<file path="config.mk">
export PLATFORM = sky130hd
export DESIGN_NAME = fetch_unit_flat
export DESIGN_NICKNAME = d
export VERILOG_FILES = /design/src/rtl/fetch_unit_if.sv /design/src/rtl/fetch_unit.sv /design/src/flat_wrapper.sv
export SDC_FILE = /design/constraint.sdc
export NUM_CORES = 1
export LEC_CHECK = 0
export CAP_MARGIN = 20
export CELL_PAD_IN_SITES_DETAIL_PLACEMENT = 0
export CELL_PAD_IN_SITES_GLOBAL_PLACEMENT = 1
export CORE_UTILIZATION = 38
export DETAILED_ROUTE_END_ITERATION = 10
export PLACE_DENSITY_LB_ADDON = 0.25
export SYNTH_ARGS = -nofsm -noshare
export SYNTH_HDL_FRONTEND = slang
export SYNTH_SLANG_ARGS = --single-unit
</file>
<file path="constraint.sdc">
create_clock -name clk -period 2.89 [get_ports clk]
set_input_delay 0.867 -clock clk [delete_from_list [all_inputs] [get_ports clk]]
set_output_delay 0.867 -clock clk [all_outputs]
set_load 0.02 [all_outputs]
</file>
<file path="src/rtl/fetch_unit_if.sv">
// Instruction-memory request/acknowledge bundle for the fetch stage.
// master: fetch unit (drives request/address); slave: instruction memory.
interface fetch_unit_if;
  logic        imem_req;
  logic [31:0] imem_addr;
  logic        imem_ack;
  logic [31:0] imem_rdata;

  modport master (output imem_req, output imem_addr,
                  input  imem_ack, input  imem_rdata);
  modport slave  (input  imem_req, input  imem_addr,
                  output imem_ack, output imem_rdata);
endinterface

</file>
<file path="src/rtl/fetch_unit.sv">
// Instruction-fetch stage driving the write side of the IF/ID register.
// Owns the PC, runs a req/ack handshake with instruction memory, and keeps
// one fetched instruction in a buffer until IF/ID takes it. Redirects that
// land while a request is outstanding park the FSM in DROP until the stale
// ack returns.
// Optional: define FETCH_STATS_EN to add the saturating o_bubble_cnt output.
module fetch_unit #(
  parameter logic [31:0] RESET_PC = 32'h0000_0000
) (
  input  logic               clk,
  input  logic               rst,          // asynchronous, active-low
  input  logic               stall_in,
  input  logic               redirect,
  input  logic        [31:0] redirect_pc,
  fetch_unit_if.master       imem,
  output logic        [31:0] o_com,
  output logic        [31:0] o_pc_plus4,
  output logic               o_write,
  output logic               o_flush
`ifdef FETCH_STATS_EN
  ,
  output logic        [31:0] o_bubble_cnt
`endif
);

  typedef enum logic [1:0] {
    IDLE = 2'd0,
    WAIT = 2'd1,
    DROP = 2'd2
  } state_t;

  state_t      state_q, state_d;
  logic [31:0] pc_q;
  logic [31:0] addr_q;       // address of the outstanding request
  logic        buf_valid_q;
  logic [31:0] buf_com_q;
  logic [31:0] buf_pc4_q;

  logic [31:0] pc_plus4;
  logic [31:0] redirect_tgt;
  logic        consume;
  logic        req_c;
  logic        issue;
  logic        fill;

  assign pc_plus4     = pc_q + 32'd4;  // wraps mod 2^32
  assign redirect_tgt = {redirect_pc[31:2], 2'b00};
  assign consume      = buf_valid_q & ~stall_in & ~redirect;

  // While reset is held the IF/ID side sees a bubble and memory sees no request.
  assign o_write        = rst & ~stall_in;
  assign o_flush        = ~rst | redirect | (~buf_valid_q & ~stall_in);
  assign o_com          = buf_com_q;
  assign o_pc_plus4     = buf_pc4_q;
  assign imem.imem_req  = rst & req_c;
  assign imem.imem_addr = (state_q == IDLE) ? pc_q : addr_q;

  // Next-state and request decode; a redirect in IDLE suppresses the request
  // so the new target is fetched in the following cycle.
  always_comb begin
    state_d = state_q;
    req_c   = 1'b0;
    issue   = 1'b0;
    fill    = 1'b0;
    case (state_q)
      IDLE: begin
        if (~redirect & (~buf_valid_q | consume)) begin
          req_c   = 1'b1;
          issue   = 1'b1;
          state_d = WAIT;
        end
      end
      WAIT: begin
        req_c = 1'b1;
        if (imem.imem_ack) begin
          state_d = IDLE;
          fill    = ~redirect;
        end else if (redirect) begin
          state_d = DROP;
        end
      end
      DROP: begin
        req_c = 1'b1;
        if (imem.imem_ack) begin
          state_d = IDLE;
        end
      end
      default: begin
        state_d = IDLE;
      end
    endcase
  end

  // FSM state register.
  always_ff @(posedge clk or negedge rst) begin
    if (!rst) begin
      state_q <= IDLE;
    end else begin
      state_q <= state_d;
    end
  end

  // PC and latched request address; redirect wins over a completing fetch.
  always_ff @(posedge clk or negedge rst) begin
    if (!rst) begin
      pc_q   <= RESET_PC;
      addr_q <= RESET_PC;
    end else begin
      if (redirect) begin
        pc_q <= redirect_tgt;
      end else if (fill) begin
        pc_q <= pc_plus4;
      end
      if (issue) begin
        addr_q <= pc_q;
      end
    end
  end

  // Single-entry instruction buffer feeding IF/ID.
  always_ff @(posedge clk or negedge rst) begin
    if (!rst) begin
      buf_valid_q <= 1'b0;
      buf_com_q   <= 32'h0;
      buf_pc4_q   <= 32'h0;
    end else begin
      if (redirect) begin
        buf_valid_q <= 1'b0;
      end else if (fill) begin
        buf_valid_q <= 1'b1;
        buf_com_q   <= imem.imem_rdata;
        buf_pc4_q   <= pc_plus4;
      end else if (consume) begin
        buf_valid_q <= 1'b0;
      end
    end
  end

`ifdef FETCH_STATS_EN
  function automatic logic [31:0] sat_inc(input logic [31:0] v);
    sat_inc = (v == 32'hFFFF_FFFF) ? v : v + 32'd1;
  endfunction

  logic [31:0] bubble_cnt_q;
  assign o_bubble_cnt = bubble_cnt_q;

  // Count bubble cycles presented to IF/ID, saturating at all-ones.
  always_ff @(posedge clk or negedge rst) begin
    if (!rst) begin
      bubble_cnt_q <= 32'h0;
    end else if (o_flush) begin
      bubble_cnt_q <= sat_inc(bubble_cnt_q);
    end
  end
`endif

endmodule

</file>
<file path="src/flat_wrapper.sv">
// flat-port wrapper written by rule: the top's interface ports become plain ports
module fetch_unit_flat 
#(
  parameter logic [31:0] RESET_PC = 32'h0000_0000
)
  (clk, rst, stall_in, redirect, redirect_pc, o_com, o_pc_plus4, o_write, o_flush, imem_imem_req, imem_imem_addr, imem_imem_ack, imem_imem_rdata);
  fetch_unit_if imem_i ();
  input  logic clk;
  input  logic rst;
  input  logic stall_in;
  input  logic redirect;
  input  logic        [31:0] redirect_pc;
  output logic        [31:0] o_com;
  output logic        [31:0] o_pc_plus4;
  output logic o_write;
  output logic o_flush;
  output wire logic [$bits(imem_i.imem_req)-1:0] imem_imem_req;
  output wire logic [$bits(imem_i.imem_addr)-1:0] imem_imem_addr;
  input wire logic [$bits(imem_i.imem_ack)-1:0] imem_imem_ack;
  input wire logic [$bits(imem_i.imem_rdata)-1:0] imem_imem_rdata;
  assign imem_imem_req = imem_i.imem_req;
  assign imem_imem_addr = imem_i.imem_addr;
  assign imem_i.imem_ack = imem_imem_ack;
  assign imem_i.imem_rdata = imem_imem_rdata;
  fetch_unit #(.RESET_PC(RESET_PC)) u_core (.clk(clk), .rst(rst), .stall_in(stall_in), .redirect(redirect), .redirect_pc(redirect_pc), .imem(imem_i), .o_com(o_com), .o_pc_plus4(o_pc_plus4), .o_write(o_write), .o_flush(o_flush));
endmodule
</file>
==> summary.md, run 1 <==
| Metric | Value |
|---|---|
| Final Skew | `7.21 ps` |
| Top FF cell, synth | `dfrtp_1` |
| Crit Path Class | `reg -> out` |
| Clk slew on worst S/H paths | `50 ps` |
| Comb pwr share | `0.441` |
| Ant. Diodes | `0` |
| Cells after synthesis | `~540` |
| Die Ht | `between 100 and 150 um` |
| Num rows | `46` |
| Buf/Inv on CP | `3` |
| Slowest cell on crit path | `dfrtp_1` |
| Synth top area share | `0.509` |
| Via density | `4.92` |
| Total congestion overflow | `0` |
| Num Clock Sinks | `125` |
| Port Buffers | `161` |
| Max FO, Critical Path | `10` |
| Final GP Congestion | `0.756` |
| # setup viols final | `0` |
| Peak Freq | `351 MHz` |
| CP Data Arrival Time | `1980 ps` |
| Slew HR | `0.439` |
| Final Util | `0.548` |
| Internal | `0.00590 W` |
| Mapped cell area | `6140 um^2` |
| Horiz. Die Dim | `129 um` |
| Main combinational cell family by area after synthesis | `multiplexers` |
| Critical-path cell list | `inv_2, ha_4, bufbuf_16, mux2_2, clkdlybuf4s15_2` |
| DR DRC count | `0` |
| Most used routing layer | `met2` |
| CP delay by family, top | `buffers and inverters` |
| Cell variety after synth | `43` |
| VDD IR max | `502 uV` |
| Pre-antenna DRT Iters | `4` |
| Post-synth EDFFs | `0` |
| Required time of the worst setup path | `2020 ps` |
| Hold_ws | `around 480 ps` |
| Async SR Flop Fraction | `1.00` |
| Post-synthesis mux area share | `0.176` |
| Critical Path Max Stage Delay | `410 ps` |
| Global-route wire length before repair | `24500 um` |
| Post-Synth Simple-Gate Area | `0.130` |
| Period minus WS final | `around 2800 ps` |
| Starting density of the core | `0.388` |
| Vias post-DR | `4620` |
| Met3 Use GR | `0.0467` |
| Die ar. | `roughly 17000 um^2` |
| GRT Total Usage | `0.195` |
| GR met1 Demand/Resource | `0.250` |
| Synth area leaders | `dfrtp_1 51%, mux2_2 17%, xor2_1 5.4%, nand2_1 4.4%, o21ai_0 4.1%` |
| I/O pins | `168` |
| Clock share of power | `0.241` |
| Pins over their slew limit | `0` |
| CP endpoint kind | `primary output` |
| Startpoint types | `flop` |
| CTS Buffer Depth | `2` |
| Met2 GRT Util | `0.323` |
| Status | `finished, final reports clean` |
| Post-DRT Antenna Nets | `0` |
| # nets final | `785` |
| Wire per inst | `16.6 um` |
| DP HPWL | `10800 um` |
| Most common cell after layout, fill and taps aside | `clkdlybuf4s50_1` |
| Flop pwr share | `0.318` |
| H-tree levels | `4` |
| Slew @ Worst Pin | `about 840 ps` |
| Vias in the first global route | `4712` |
| Fraction of the mapped netlist area in compound gates | `0.0550` |
| Switching power | `roughly 0.0031 W` |
| Clock Latency Late Sink | `between 400 and 500 ps` |
| Clock buffer count from CTS | `17` |
| Most frequent cells in the layout | `126 x clkdlybuf4s50_1, 125 x dfrtp_1, 94 x mux2_2, 71 x nand2_1, 50 x o21ai_0` |
| CTS Hold Bufs | `0` |
| Initial antenna violation count | `0` |
| Final worst-path cycle share | `0.985` |
| Yosys warnings | `0` |
| Maximum capacitance violations | `0` |
| #FFs+latches synth | `125` |
| PwrDens | `1030 nW/um^2` |
| Iteration-0 DRC count of the detailed router | `151` |
| Register area share after synthesis | `0.509` |
| CTS tree | `yes` |
| Pleak | `~3.7 nW` |
| Min-Delay Path Class | `reg -> reg` |
| Syn Area/Cell | `between 10 and 15 um^2` |
| CTS root buf | `clkbuf_16` |
| Final WL | `15500 um` |
| Fraction of layout cells with a size suffix above 1 | `0.246` |
| Synth Area in XOR/XNOR | `0.0799` |
| Pin count of the biggest net entering global routing | `67` |
| Final hold vios | `0` |
| Synth Area in Adders | `0.0102` |
| Layout area overhead | `41.1%` |
| Core Footprint | `15800 um^2` |
| Yosys top cell by area | `dfrtp_1` |
| Sw frac | `0.341` |
-- worst reg2reg max path: cells and delay by family (launching register included) --
kind,cells,cell delay (ps)
DFF,1,500
and+or+nand+nor,3,1060
AOI/OAI and AO/OA,1,160
adders and majority gates,1,290
xor gates and xnor gates,1,170
-- kinds of logic (layout without fill, tap and decap cells) --
family | count (synthesis) | after routing
multiplexers | 96 | 96
AND/OR/NAND/NOR | 148 | 148
AO/OA/AOI/OAI | 66 | 66
adder cells (fa/ha/maj) | 5 | 5
other | 1 | 4
XOR/XNOR | 56 | 56
buffers and inverters | 46 | 223
flip-flops | 125 | 125
-- Yosys cell counts (2+ instances only) --
| master | instances |
|---|---|
| a21oi_1 | 5 |
| and3_1 | 4 |
| and4_1 | 5 |
| buf_2 | 13 |
| buf_4 | 5 |
| buf_6 | 3 |
| clkbuf_1 | 19 |
| dfrtp_1 | 125 |
| ha_1 | 5 |
| inv_1 | 4 |
| mux2_2 | 94 |
| mux2i_1 | 2 |
| nand2_1 | 72 |
| nand3_1 | 24 |
| nand3_2 | 2 |
| nand4_1 | 10 |
| nor2_1 | 9 |
| nor3_1 | 2 |
| nor3_4 | 3 |
| nor4_1 | 3 |
| nor4_4 | 2 |
| o21ai_0 | 50 |
| o21ai_1 | 8 |
| xnor2_1 | 18 |
| xor2_1 | 38 |
-- path summary, 6_finish.rpt --
kind                                       start                    end  slack, ps  cells after the start
min                        u_core.o_pc_plus4[14]  u_core.o_pc_plus4[14]        480                      2
max reg2reg                       u_core.pc_q[2]  u_core.o_pc_plus4[28]        630                      6
max in group asynchronous                    rst        u_core.pc_q[11]        830                      3
min reg2reg                u_core.o_pc_plus4[14]  u_core.o_pc_plus4[14]        480                      2
min in group asynchronous                    rst       u_core.o_com[31]        730                      2
max                            u_core.state_q[1]     imem_imem_addr[29]         40                      5
-- area by class of cell --
type	count	area, um^2
Tap cell	216	270
Clock inverter	6	80.1
Multi-Input combinational cell	375	2810
Clock buffer	25	526
Sequential cell	125	3130
Fill cell	1407	7160
Inverter	5	18.8
Timing Repair Buffer	187	1840
-- state kept, by name (all words and copies together) (netlist names) --
signal and count:
u_core.addr_q 30, u_core.pc_q 30, u_core.buf_valid_q 1, u_core.o_com 32, u_core.state_q 2, u_core.o_pc_plus4 30
-- stage by stage --
stage	worst slack [ps]	std cells	TNS [ps]	total power [W]	area, um^2
after floorplan	177	546	0	0.00499	6150
after global placement	-355	904	-663	0.00682	8040
after detailed placement	-376	904	-693	0.00693	8040
after CTS	2.50	937	0	0.00907	8670
after global routing	-1.92	939	-2.70	0.00946	8670
final	43.1	939	0	0.00895	8670
-- power by group through the flow --
stage          Clock, W  Sequential (W)  Combinational [W]
2_1_floorplan         0         0.00331            0.00167
6_report        0.00215         0.00285            0.00395
4_1_cts         0.00220         0.00285            0.00402
3_5_place_dp          0         0.00289            0.00405
3_3_place_gp          0         0.00283            0.00399
5_1_grt         0.00229         0.00295            0.00422
-- metal layers --
layer  up-vias  wire [um]  share of wire
met5         -          0              0
met4         0        170          0.011
met3        16        837          0.054
met2       149       7510           0.48
met1      2258       7030           0.45
li1       2197          -              -
-- timing repair --
| item | in CTS | in global routing |
|---|---|---|
| endpoints found under the setup margin | 33 | 10 |
| buffers inserted | 1 | 2 |
| resized for setup | 55 | 6 |
| pin swaps | 0 | 1 |
| gates cloned | 1 | 0 |
Note: power is estimated with default switching activity, not from simulation.
==> run 2: changes to the inputs <==
GPL_TIMING_DRIVEN = 0   (was default)
==> run 2 against run 1 <==
  * Sequential share of layout area fell by 0.38 points
  * Setup slack improved by 19 ps
  * Largest cell class unchanged
  * First-iteration DRC count grew 8.6%
  * Clock skew grew 1.1 ps
  * Final cell count up 2.1%
  * Non-clock buffer count rose by 19
  * Via count up 1.3%
  * Critical endpoint is now imem_imem_req
  * Sequential cell count unchanged
==> summary.md, run 2 (synthesis results as in run 1) <==
| Metric | Value |
|---|---|
| I/O pins | `168` |
| Clock share of power | `0.247` |
| Buf/Inv on CP | `3` |
| Comb pwr share | `0.438` |
| Global-route wire length before repair | `25200 um` |
| Hold_ws | `between 200 and 300 ps` |
| Slew @ Worst Pin | `roughly 730 ps` |
| Pre-antenna DRT Iters | `4` |
| # nets final | `between 800 and 900` |
| H-tree levels | `4` |
| Ant. Diodes | `0` |
| Required time of the worst setup path | `2020 ps` |
| Critical Path Max Stage Delay | `280 ps` |
| CTS Hold Bufs | `0` |
| Initial antenna violation count | `0` |
| Switching power | `around 0.0031 W` |
| VDD IR max | `around 470 uV` |
| Fraction of layout cells with a size suffix above 1 | `0.258` |
| PwrDens | `1020 nW/um^2` |
| Flop pwr share | `0.315` |
| CTS tree | `yes` |
| Max FO, Critical Path | `10` |
| Period minus WS final | `2830 ps` |
| Crit Path Class | `in -> out` |
| Pin count of the biggest net entering global routing | `49` |
| Num Clock Sinks | `125` |
| CP delay by family, top | `buffers and inverters` |
| Final hold vios | `0` |
| Horiz. Die Dim | `129 um` |
| Critical-path cell list | `dlygate4sd2_1, clkbuf_8, a21oi_4, a21oi_1, nor3b_1, buf_2` |
| Final GP Congestion | `0.833` |
| Most frequent cells in the layout | `125 x clkdlybuf4s50_1, 125 x dfrtp_1, 94 x mux2_2, 72 x nand2_1, 50 x o21ai_0` |
| Vias in the first global route | `4767` |
| Slew HR | `0.514` |
| Sw frac | `0.342` |
| Pins over their slew limit | `0` |
| Maximum capacitance violations | `0` |
| Final WL | `roughly 16000 um` |
| Min-Delay Path Class | `in -> async` |
| Pleak | `between 3 and 4 nW` |
| Max reg flops | `32` |
| Die ar. | `16700 um^2` |
| Iteration-0 DRC count of the detailed router | `164` |
| Slowest cell on crit path | `dlygate4sd2_1` |
| GRT Total Usage | `0.203` |
| Total congestion overflow | `0` |
| Final Util | `0.553` |
| Port Buffers | `around 160` |
| Layout area overhead | `42.6%` |
| Final worst-path cycle share | `0.978` |
| DR DRC count | `0` |
| Vias post-DR | `4678` |
| CTS root buf | `clkbuf_16` |
| # setup viols final | `0` |
| Clk slew on worst S/H paths | `roughly 50 ps` |
| Die Ht | `129 um` |
| DP HPWL | `11400 um` |
| Internal | `between 0.005 and 0.006 W` |
| Post-DRT Antenna Nets | `0` |
| Placed inst area | `8060 um^2` |
| Overall Power | `0.00895 W` |
| CP endpoint kind | `primary output` |
| # fillers | `1400` |
| Via density | `slightly below 5` |
| Num rows | `46` |
| Final Skew | `8.33 ps` |
| Clock buffer count from CTS | `17` |
| Status | `finished, final reports clean` |
| Clock Latency Late Sink | `420 ps` |
| Startpoint types | `input pin` |
| Wire per inst | `16.7 um` |
| Core Footprint | `~16000 um^2` |
| Peak Freq | `354 MHz` |
| CTS Buffer Depth | `2` |
| Starting density of the core | `0.388` |
| Cell area after layout | `8760 um^2` |
| CP Data Arrival Time | `slightly below 2000 ps` |
run 2: layout make-up:
class | instances | area [um^2] | share of cell area
buffer | 40 | 282 | 0.0321
timing repair buffer | 166 | 1640 | 0.187
clock buffer | 26 | 509 | 0.0581
inverter | 5 | 20.0 | 0.00229
clock inverter | 6 | 105 | 0.0120
multi-input combinational | 375 | 2810 | 0.321
tap | 216 | 270 | 0.0309
sequential | 125 | 3130 | 0.357
run 2: power groups by stage:
stage          Combinational (W)  Clock, W  Sequential, W
2_1_floorplan            0.00167         0        0.00331
3_3_place_gp             0.00395         0        0.00280
4_1_cts                  0.00400   0.00225        0.00283
6_report                 0.00392   0.00221        0.00282
3_5_place_dp             0.00401         0        0.00285
5_1_grt                  0.00419   0.00234        0.00291
run 2: through the flow:
| step | std cells | TNS (ps) | setup slack (ps) |
|---|---|---|---|
| global route | 959 | -0.211 | -0.211 |
| CTS | 957 | -62.8 | -16.0 |
| finish | 959 | 0 | 62.5 |
| global placement | 923 | -531330 | -4780 |
| detailed placement | 924 | -20490 | -795 |
| floorplan | 546 | 0 | 177 |
run 2: worst paths after layout:
| path | start | to | slack, ps | depth (start not counted) |
|---|---|---|---|---|
| setup / recovery | redirect | imem_imem_req | 60 | 6 |
| hold / removal | rst | u_core.o_com[31] | 290 | 1 |
| setup reg to reg | u_core.state_q[1] | u_core.o_pc_plus4[3] | 540 | 7 |
| hold reg to reg | u_core.addr_q[18] | u_core.addr_q[18] | 470 | 2 |
| max in group asynchronous | rst | u_core.pc_q[16] | 1950 | 2 |
| min in group clk | u_core.addr_q[18] | u_core.addr_q[18] | 470 | 2 |
run 2: per-layer routing:
metal	share of wire	track usage	vias to the layer above	routed length [um]
met3	0.049	0.0471	20	784
li1	-	-	2235	-
met5	0	0	-	0
met4	0.015	0.0678	0	243
met1	0.46	0.267	2277	7380
met2	0.48	0.330	146	7650
run 2: what timing repair did:
| item | in CTS | in global routing |
|---|---|---|
| buffers inserted | 0 | 2 |
| cloned | 2 | 0 |
| setup endpoints to repair | 33 | 26 |
| pin swaps | 1 | 2 |
| gates resized for setup | 84 | 23 |
run 2: worst register-to-register path, cell delays in order, from the launching register on:
cell	delay, ps
dfrtp_1	400
inv_2	80
ha_1	230
and2_1	140
buf_2	200
nand2_1	400
clkbuf_1	400
mux2_2	390
